## config.mk

```make
export PLATFORM = sky130hd
export DESIGN_NAME = bit_serial_mul_host
export DESIGN_NICKNAME = d
export VERILOG_FILES = /design/src/rtl/bit_serial_pkg.sv /design/src/rtl/bit_serial_deser.sv /design/src/rtl/bit_serial_mul_host.sv
export SDC_FILE = /design/constraint.sdc
export NUM_CORES = 1
export LEC_CHECK = 0
export ABC_AREA = 1
export CAP_MARGIN = 40
export CORE_MARGIN = 4
export CORE_UTILIZATION = 35
export CTS_CLUSTER_DIAMETER = 50
export DETAILED_ROUTE_END_ITERATION = 8
export GPL_TIMING_DRIVEN = 0
export MAX_ROUTING_LAYER = met4
export PLACE_DENSITY = 0.67
export RECOVER_POWER = 50
export SETUP_SLACK_MARGIN = 0.02
export SYNTH_ARGS = -nofsm -noshare
export SYNTH_HDL_FRONTEND = slang
export SYNTH_SLANG_ARGS = --single-unit
```

## constraint.sdc

```tcl
create_clock -name clk -period 3.5 [get_ports clk]
set_input_delay 0.875 -clock clk [delete_from_list [all_inputs] [get_ports clk]]
set_output_delay 0.875 -clock clk [all_outputs]
set_load 0.02 [all_outputs]
```

## src/rtl/bit_serial_pkg.sv

```systemverilog
// Shared definitions for the bit-serial multiplier host.
//   W_DEFAULT    : default operand width
//   host_state_t : host FSM states
//   cnt_w()      : width of a counter that must reach 2W
package bit_serial_pkg;

  localparam int unsigned W_DEFAULT = 16;

  typedef enum logic [1:0] {
    IDLE,
    RUN,
    DONE
  } host_state_t;

  // Counter width able to hold the value 2*w.
  function automatic int unsigned cnt_w(input int unsigned w);
    return $clog2(2 * w + 1);
  endfunction

endpackage

```

## src/rtl/bit_serial_deser.sv

```systemverilog
// Right-shift serial-to-parallel collector.
// Each enabled cycle the incoming bit enters at the MSB and the register shifts
// right, so the first bit taken ends up at bit 0 after Width enabled cycles.
//   clk    : clock
//   rst    : asynchronous active-high reset (clears data)
//   clr    : synchronous clear, has priority over en
//   en     : take bit_in this cycle
//   bit_in : serial input bit
//   data   : collected parallel word
module bit_serial_deser #(
  parameter int unsigned Width = 32
) (
  input  logic             clk,
  input  logic             rst,
  input  logic             clr,
  input  logic             en,
  input  logic             bit_in,
  output logic [Width-1:0] data
);

  logic [Width-1:0] data_q;

  always_ff @(posedge clk or posedge rst) begin
    if (rst) begin
      data_q <= '0;
    end else if (clr) begin
      data_q <= '0;
    end else if (en) begin
      data_q <= {bit_in, data_q[Width-1:1]};
    end
  end

  assign data = data_q;

endmodule

```

## src/rtl/bit_serial_mul_host.sv

```systemverilog
// Initiator-side adapter for a bit-serial multiplier.
// Accepts a parallel operand pair, streams x to the multiplier LSB first,
// collects the serial product into 2W bits and returns it over valid/ready.
//   clk, rst             : clock, asynchronous active-high reset
//   in_valid/in_ready    : operand handshake; in_a, in_x operands
//   out_valid/out_ready  : product handshake; out_p = in_a * in_x (2W bits)
//   busy                 : high while an operation is in RUN or DONE
//   mul_a                : parallel multiplicand to the multiplier
//   mul_x_bit            : serial multiplier bit to the multiplier, LSB first
//   mul_y                : serial product bit from the multiplier, LSB first
module bit_serial_mul_host
  import bit_serial_pkg::*;
#(
  parameter int unsigned W = W_DEFAULT
) (
  input  logic           clk,
  input  logic           rst,
  input  logic           in_valid,
  output logic           in_ready,
  input  logic [W-1:0]   in_a,
  input  logic [W-1:0]   in_x,
  output logic           out_valid,
  input  logic           out_ready,
  output logic [2*W-1:0] out_p,
  output logic           busy,
  output logic [W-1:0]   mul_a,
  output logic           mul_x_bit,
  input  logic           mul_y
);

  localparam int unsigned CW = cnt_w(W);
  localparam logic [CW-1:0] CntLast = CW'(2 * W);

  host_state_t    state_q;
  logic [CW-1:0]  cnt_q;
  logic [W-1:0]   xsh_q;
  logic [W-1:0]   a_q;
  logic [2*W-1:0] psh;
  logic           accept;
  logic           capture;

  assign accept = (state_q == IDLE) && in_valid;
  // mul_y carries product bit k-1 during cnt=k, so nothing useful arrives at cnt=0.
  assign capture = (state_q == RUN) && (cnt_q != '0);

  always_ff @(posedge clk or posedge rst) begin
    if (rst) begin
      state_q <= IDLE;
      cnt_q   <= '0;
      xsh_q   <= '0;
      a_q     <= '0;
    end else begin
      unique case (state_q)
        IDLE: begin
          if (in_valid) begin
            a_q     <= in_a;
            xsh_q   <= in_x;
            cnt_q   <= '0;
            state_q <= RUN;
          end
        end
        RUN: begin
          // Zero fill keeps feeding 0s once x is used up, flushing the multiplier.
          xsh_q <= {1'b0, xsh_q[W-1:1]};
          if (cnt_q == CntLast) begin
            state_q <= DONE;
          end else begin
            cnt_q <= cnt_q + CW'(1);
          end
        end
        DONE: begin
          if (out_ready) begin
            state_q <= IDLE;
          end
        end
        default: state_q <= IDLE;
      endcase
    end
  end

  bit_serial_deser #(
    .Width(2 * W)
  ) u_psh (
    .clk   (clk),
    .rst   (rst),
    .clr   (accept),
    .en    (capture),
    .bit_in(mul_y),
    .data  (psh)
  );

  assign in_ready  = (state_q == IDLE) && !rst;
  assign out_valid = (state_q == DONE);
  assign out_p     = psh;
  assign busy      = (state_q != IDLE);
  assign mul_a     = a_q;
  assign mul_x_bit = ((state_q == RUN) && (cnt_q < CntLast)) ? xsh_q[0] : 1'b0;

endmodule
```

**Word-level counts from Yosys, hierarchy flattened**

Index checks and enable logic that the tools add are counted.

- Shift-type cells: 0
- Reductions and logical operators: 14
- Multipliers: 0
- Divide/modulo/power cells: 0
- Bitwise logic cells: 0
- Equality and inequality tests: 7
- $add $sub $neg: 1
- Order comparisons: 1
- Muxes and demuxes: 12

Operators by type and width:

| operator | count |
|---|---|
| $mux 32 | 2 |
| $pmux 16 s2 | 1 |
| $mux 16 | 1 |
| $mux 6 | 2 |
| $pmux 6 s2 | 1 |
| $add 6x1->6 const B | 1 |
| $eq 6x6->1 const B | 1 |
| $lt 6x6->1 const B | 1 |
| $mux 2 | 3 |
| $ne 2x2->1 const B | 3 |
| $pmux 2 s3 | 1 |
| $reduce_and 3->1 | 2 |
| $reduce_bool 2->1 | 3 |
| $reduce_bool 6->1 | 1 |
| $logic_and 1x1->1 | 4 |
| $reduce_and 2->1 | 2 |
| $eq 2x1->1 const B | 1 |
| $eq 2x2->1 const B | 1 |
| $logic_not 2->1 | 1 |
| $ne 2x1->1 const B | 1 |
| $logic_not 1->1 | 1 |
| $mux 1 | 1 |

- Memories: 0
- Word-level logic and storage cells: 40
- Bits in registers: 72
- Output and inout port bits: 52
- ROM bits: 0
- Bits in latches: 0
- Input port bits: 37
- RAM bits: 0

**Logic depth before layout (Yosys ltp)**

- Depth in word-level cells: 4
- Mapped depth: 7
- Depth with buffers taken out: 7

**Cells and area by module**

From an unflattened synthesis, not the netlist that was laid out.

- Cells, all modules: 342
- Area, all modules: 3169.3 um2

Modules (own cells, without submodules):

| module | times used | cells an instance | area an instance (um2) | sequential area each (um2) |
|---|---|---|---|---|
| bit_serial_mul_host | 1 | 201 | 1845.5 | 1001.0 |
| bit_serial_deser | 1 | 141 | 1323.8 | 800.8 |

**Least setup slack after synthesis**

Ideal clock, no wire load.

- Path kind: register -> output
- From: register state_q[0]
- To: output in_ready
- Required time: 2.625 ns
- Slack: 1.273 ns
- Buffers on the path: 1
- Stages on the path, launching flop included: 5
- Arrival time: 1.352 ns
- Path through: dfrtp_1 nor2_4 clkbuf_1 inv_1 nor2_1

- Longest elaborated chain between the ends: 2

RTL lines:

| item | RTL line | text |
|---|---|---|
| from (decl) | bit_serial_mul_host.sv:34 | `host_state_t state_q;` |
| from (signal assigned) | bit_serial_mul_host.sv:48 | `state_q <= IDLE;` |
| from (signal assigned) | bit_serial_mul_host.sv:59 | `state_q <= RUN;` |
| from (signal assigned) | bit_serial_mul_host.sv:66 | `state_q <= DONE;` |
| $logic_not 2->1 | bit_serial_mul_host.sv:92 | `assign in_ready = (state_q == IDLE) && !rst;` |
| $logic_and 1x1->1 | bit_serial_mul_host.sv:92 |  |
| to (decl) | bit_serial_mul_host.sv:19 | `output logic in_ready,` |

Every way passes these cells.

**Worst setup path after layout**

- From: register state_q[1]
- To: output mul_x_bit

- Longest elaborated chain between the ends: 3

RTL lines:

| item | RTL line | text |
|---|---|---|
| $eq 2x1->1 | bit_serial_mul_host.sv:97 | `assign mul_x_bit = ((state_q == RUN) && (cnt_q < CntLast)) ? xsh_q[0] : 1'b0;` |
| $logic_and 1x1->1 | bit_serial_mul_host.sv:97 |  |
| $mux 1 | bit_serial_mul_host.sv:97 |  |
| to (decl) | bit_serial_mul_host.sv:27 | `output logic mul_x_bit,` |

Every way passes these cells.

==> reports/results.txt <==
Worst reg-to-reg setup slack: 1800 ps
Switching power: 1.51 mW
Post_cts resized: 0
Routed metal-1 wire length: 3450 microns
Post-Synth XOR/XNOR Area: 0.278%
Area used by multi-input combinational logic: 1120 sq um
Max Cap Viol: 1
# setup viols final: 0
Mux cell area share after synthesis: 5.73%
Area Overhead vs Synth: 38.5%
Combinational family with the most area after synthesis: simple AND/OR/NAND/NOR gates
Commonest non-fill, non-tap cell in the layout: clkdlybuf4s50_1
Syn. warnings: 0
Post-Syn Nets: 351
Synth Flop Type: dfrtp_1
Distinct cell type count after synthesis: 22
DIE WIDTH: 103 microns
Cell depth of the worst setup path: 5
CTS tree: yes
Drc violations: 0
Grt total ovfl: 0
ANT cells: 0
Hold Vio Cnt, Final: 0
Failing checks: max-capacitance violations, max-slew violations
Fmax: 327 MHz
Final #Nets: 450
Slew margin rel.: -0.398%
Via total after detailed routing: 2688
Adder-cell share of the synthesized area: 0.796%
Post-Syn Area per Cell: 10.1 sq um
Synthesized cell area: 3150 sq um
Complex-gate fraction of the synthesized area: 5.17%
First-pass GRT wire length: 12700 microns
Clock tree buffer depth: 2
Post-CTS Setup Inserts: 0
Sequential fraction of design power: 35.7%
CTS Hold Bufs: 0
Pleak: 2.00 nW
Crit path DAT: 2190 ps
Clock-pin slew on the worst setup and hold paths: 70 ps
WL/cell: 14.4 microns
Post-synthesis sequential area ratio: 57.3%
CTS H-tree lvls: 3
Filler Cells Inserted: 828
Met3 wire length: 415 microns
Maximum vdd drop: 416 uV
Initial Util: 36.1%
CP Buf/Inv Count: 3
Area post-placement: 4180 sq um
Clk_skew: 6.46 ps
Die footprint: 10600 sq um
FF+latch area: 1800 sq um
Crit-path max FO: 10
RSZ-0062 raised after global routing: false
Core Area: 8720 sq um
CP delay by family, top: buffers and inverters
RD Place Congestion: 0.775
Biggest cell delay along the critical path: 640 ps
Die height: 103 microns
Layout cells sized above 1: 8.17%
Max Used Layer: met4
Post-synth EDFFs: 0
Worst Hold Depth: 1
Vias in the first global route: 2774
Final Util: 49.9%
Status: finished with violations
Finished Cell Area: 4360 sq um
Crit share post-route: 87.5%
I/O Buffers: 87
Logic pwr share: 45.8%
Clock latency on the worst-skew pair: 330 ps
Worst Tran Pin Value: 1510 ps
Slew Limit Fails: 61
First-pass iteration count of the detailed router: 4
Most frequent cells in the layout: clkdlybuf4s50_1 (85), dfrtp_1 (72), nand3_1 (58)
Total Wirelength: 7560 microns
Largest net degree at the start of global routing: 62
Via density per instance: 5.13
Design internal power: 2.35 mW
Initial antenna violation count: 0
Crit path launch type: flip-flop
Root Buffer: clkbuf_8
Synth Register Bits: 72
CTS Sinks: 72
Post-Synth Simple-Gate Area: 23.8%
Asr flop ratio synth: 100%
R2R depth: 5
Post-detail-place hpwl: 5440 microns
Worst min-delay path class: flip-flop to flip-flop
Worst setup EP type: output port
CTS Buf Count: 9
Final Critical Period: 3060 ps
Crit path required time: 2620 ps
Pwr dens: 887 nW/um^2
Met2 wire len: 3530 microns
Crit-path slowest cell: clkdlybuf4s50_1
Post-DRT Antenna Nets: 0
Sw Ratio: 39.0%
Post-Syn Instances: 312
Final hold slack: 491 ps
Clock Power Share: 18.5%
GRT Resource Usage Total: 15.5%
Crit path cell chain: nor2_2, inv_2, clkbuf_1, nor3_1, clkdlybuf4s50_1
Critical path class: flip-flop to output port
Ports: 89
Iteration-0 DRC Markers: 121
Rows: 34
synthesized netlist by cell type, types with 4 or more instances:
library cell / n / area share, %
mux2_1: 16 / 5.7
nand2_1: 41 / 4.9
dfrtp_1: 72 / 57
buf_2: 16 / 2.5
nand4_1: 33 / 6.6
clkbuf_1: 4 / 0.48
o21ai_0: 5 / 0.80
nand2_2: 4 / 0.80
nand3_1: 58 / 9.2
o221ai_1: 15 / 4.2
nor2_1: 7 / 0.84
inv_1: 26 / 3.1
per-layer routing:
layer	vias to the layer above	track usage, %
met5	-	-
met3	16	3.92
met1	1310	19.0
li1	1295	-
met2	67	24.4
met4	0	6.57
power groups by stage:
| stage | Combinational [mW] | Clock, mW | Sequential, mW |
|---|---|---|---|
| after floorplan | 0.800 | 0 | 1.63 |
| after global placement | 1.77 | 0 | 1.38 |
| after detailed placement | 1.80 | 0 | 1.39 |
| after CTS | 1.81 | 0.738 | 1.38 |
| after global routing | 1.94 | 0.771 | 1.42 |
| final | 1.77 | 0.715 | 1.38 |
flip-flops by register name (all words and copies together) (netlist names):
| signal | cells |
|---|---|
| u_psh.data | 32 |
| mul_a | 16 |
| xsh_q | 16 |
| cnt_q | 6 |
| state_q | 2 |
final timing paths:
path | startpoint | end
worst min-delay path | mul_a[12] | mul_a[12]
worst max register to register | state_q[1] | xsh_q[7]
min in group asynchronous | rst | mul_a[5]
worst min register to register | mul_a[12] | mul_a[12]
worst max-delay path | state_q[1] | mul_x_bit
max in group asynchronous | rst | u_psh.data[4]
worst reg2reg max path, cell delays in order (launching register included):
cell,delay (ps)
dfrtp_1,430
nor2_4,200
nand2_1,150
nand2_1,220
clkbuf_1,380
o221ai_1,170
cell type report:
type / instances / share of cell area [%]
Buffer: 24 / 2.50
Clock buffer: 13 / 3.42
Clock inverter: 3 / 1.49
Inverter: 27 / 2.36
Multi-Input combinational cell: 189 / 25.7
Sequential cell: 72 / 41.4
Tap cell: 108 / 3.10
Timing Repair Buffer: 88 / 20.1
logic make-up (layout without fill, tap and decap cells):
family                     Yosys count  after routing
AOI/OAI and AO/OA                   21             21
xor gates and xnor gates             1              1
adders and majority gates            2              2
buffers and inverters               51            155
DFF                                 72             72
muxes                               16             16
and+or+nand+nor                    149            149
through the flow:
step / worst slack, ps / instances / power, mW / setup TNS (ps)
after floorplan: 800 / 312 / 2.43 / 0
after global placement: -570 / 507 / 3.15 / -40650
after detailed placement: 534 / 508 / 3.20 / 0
after CTS: 436 / 524 / 3.93 / 0
after global routing: 242 / 524 / 4.14 / 0
final: 438 / 524 / 3.86 / 0
Note: power is estimated with default switching activity, not from simulation.
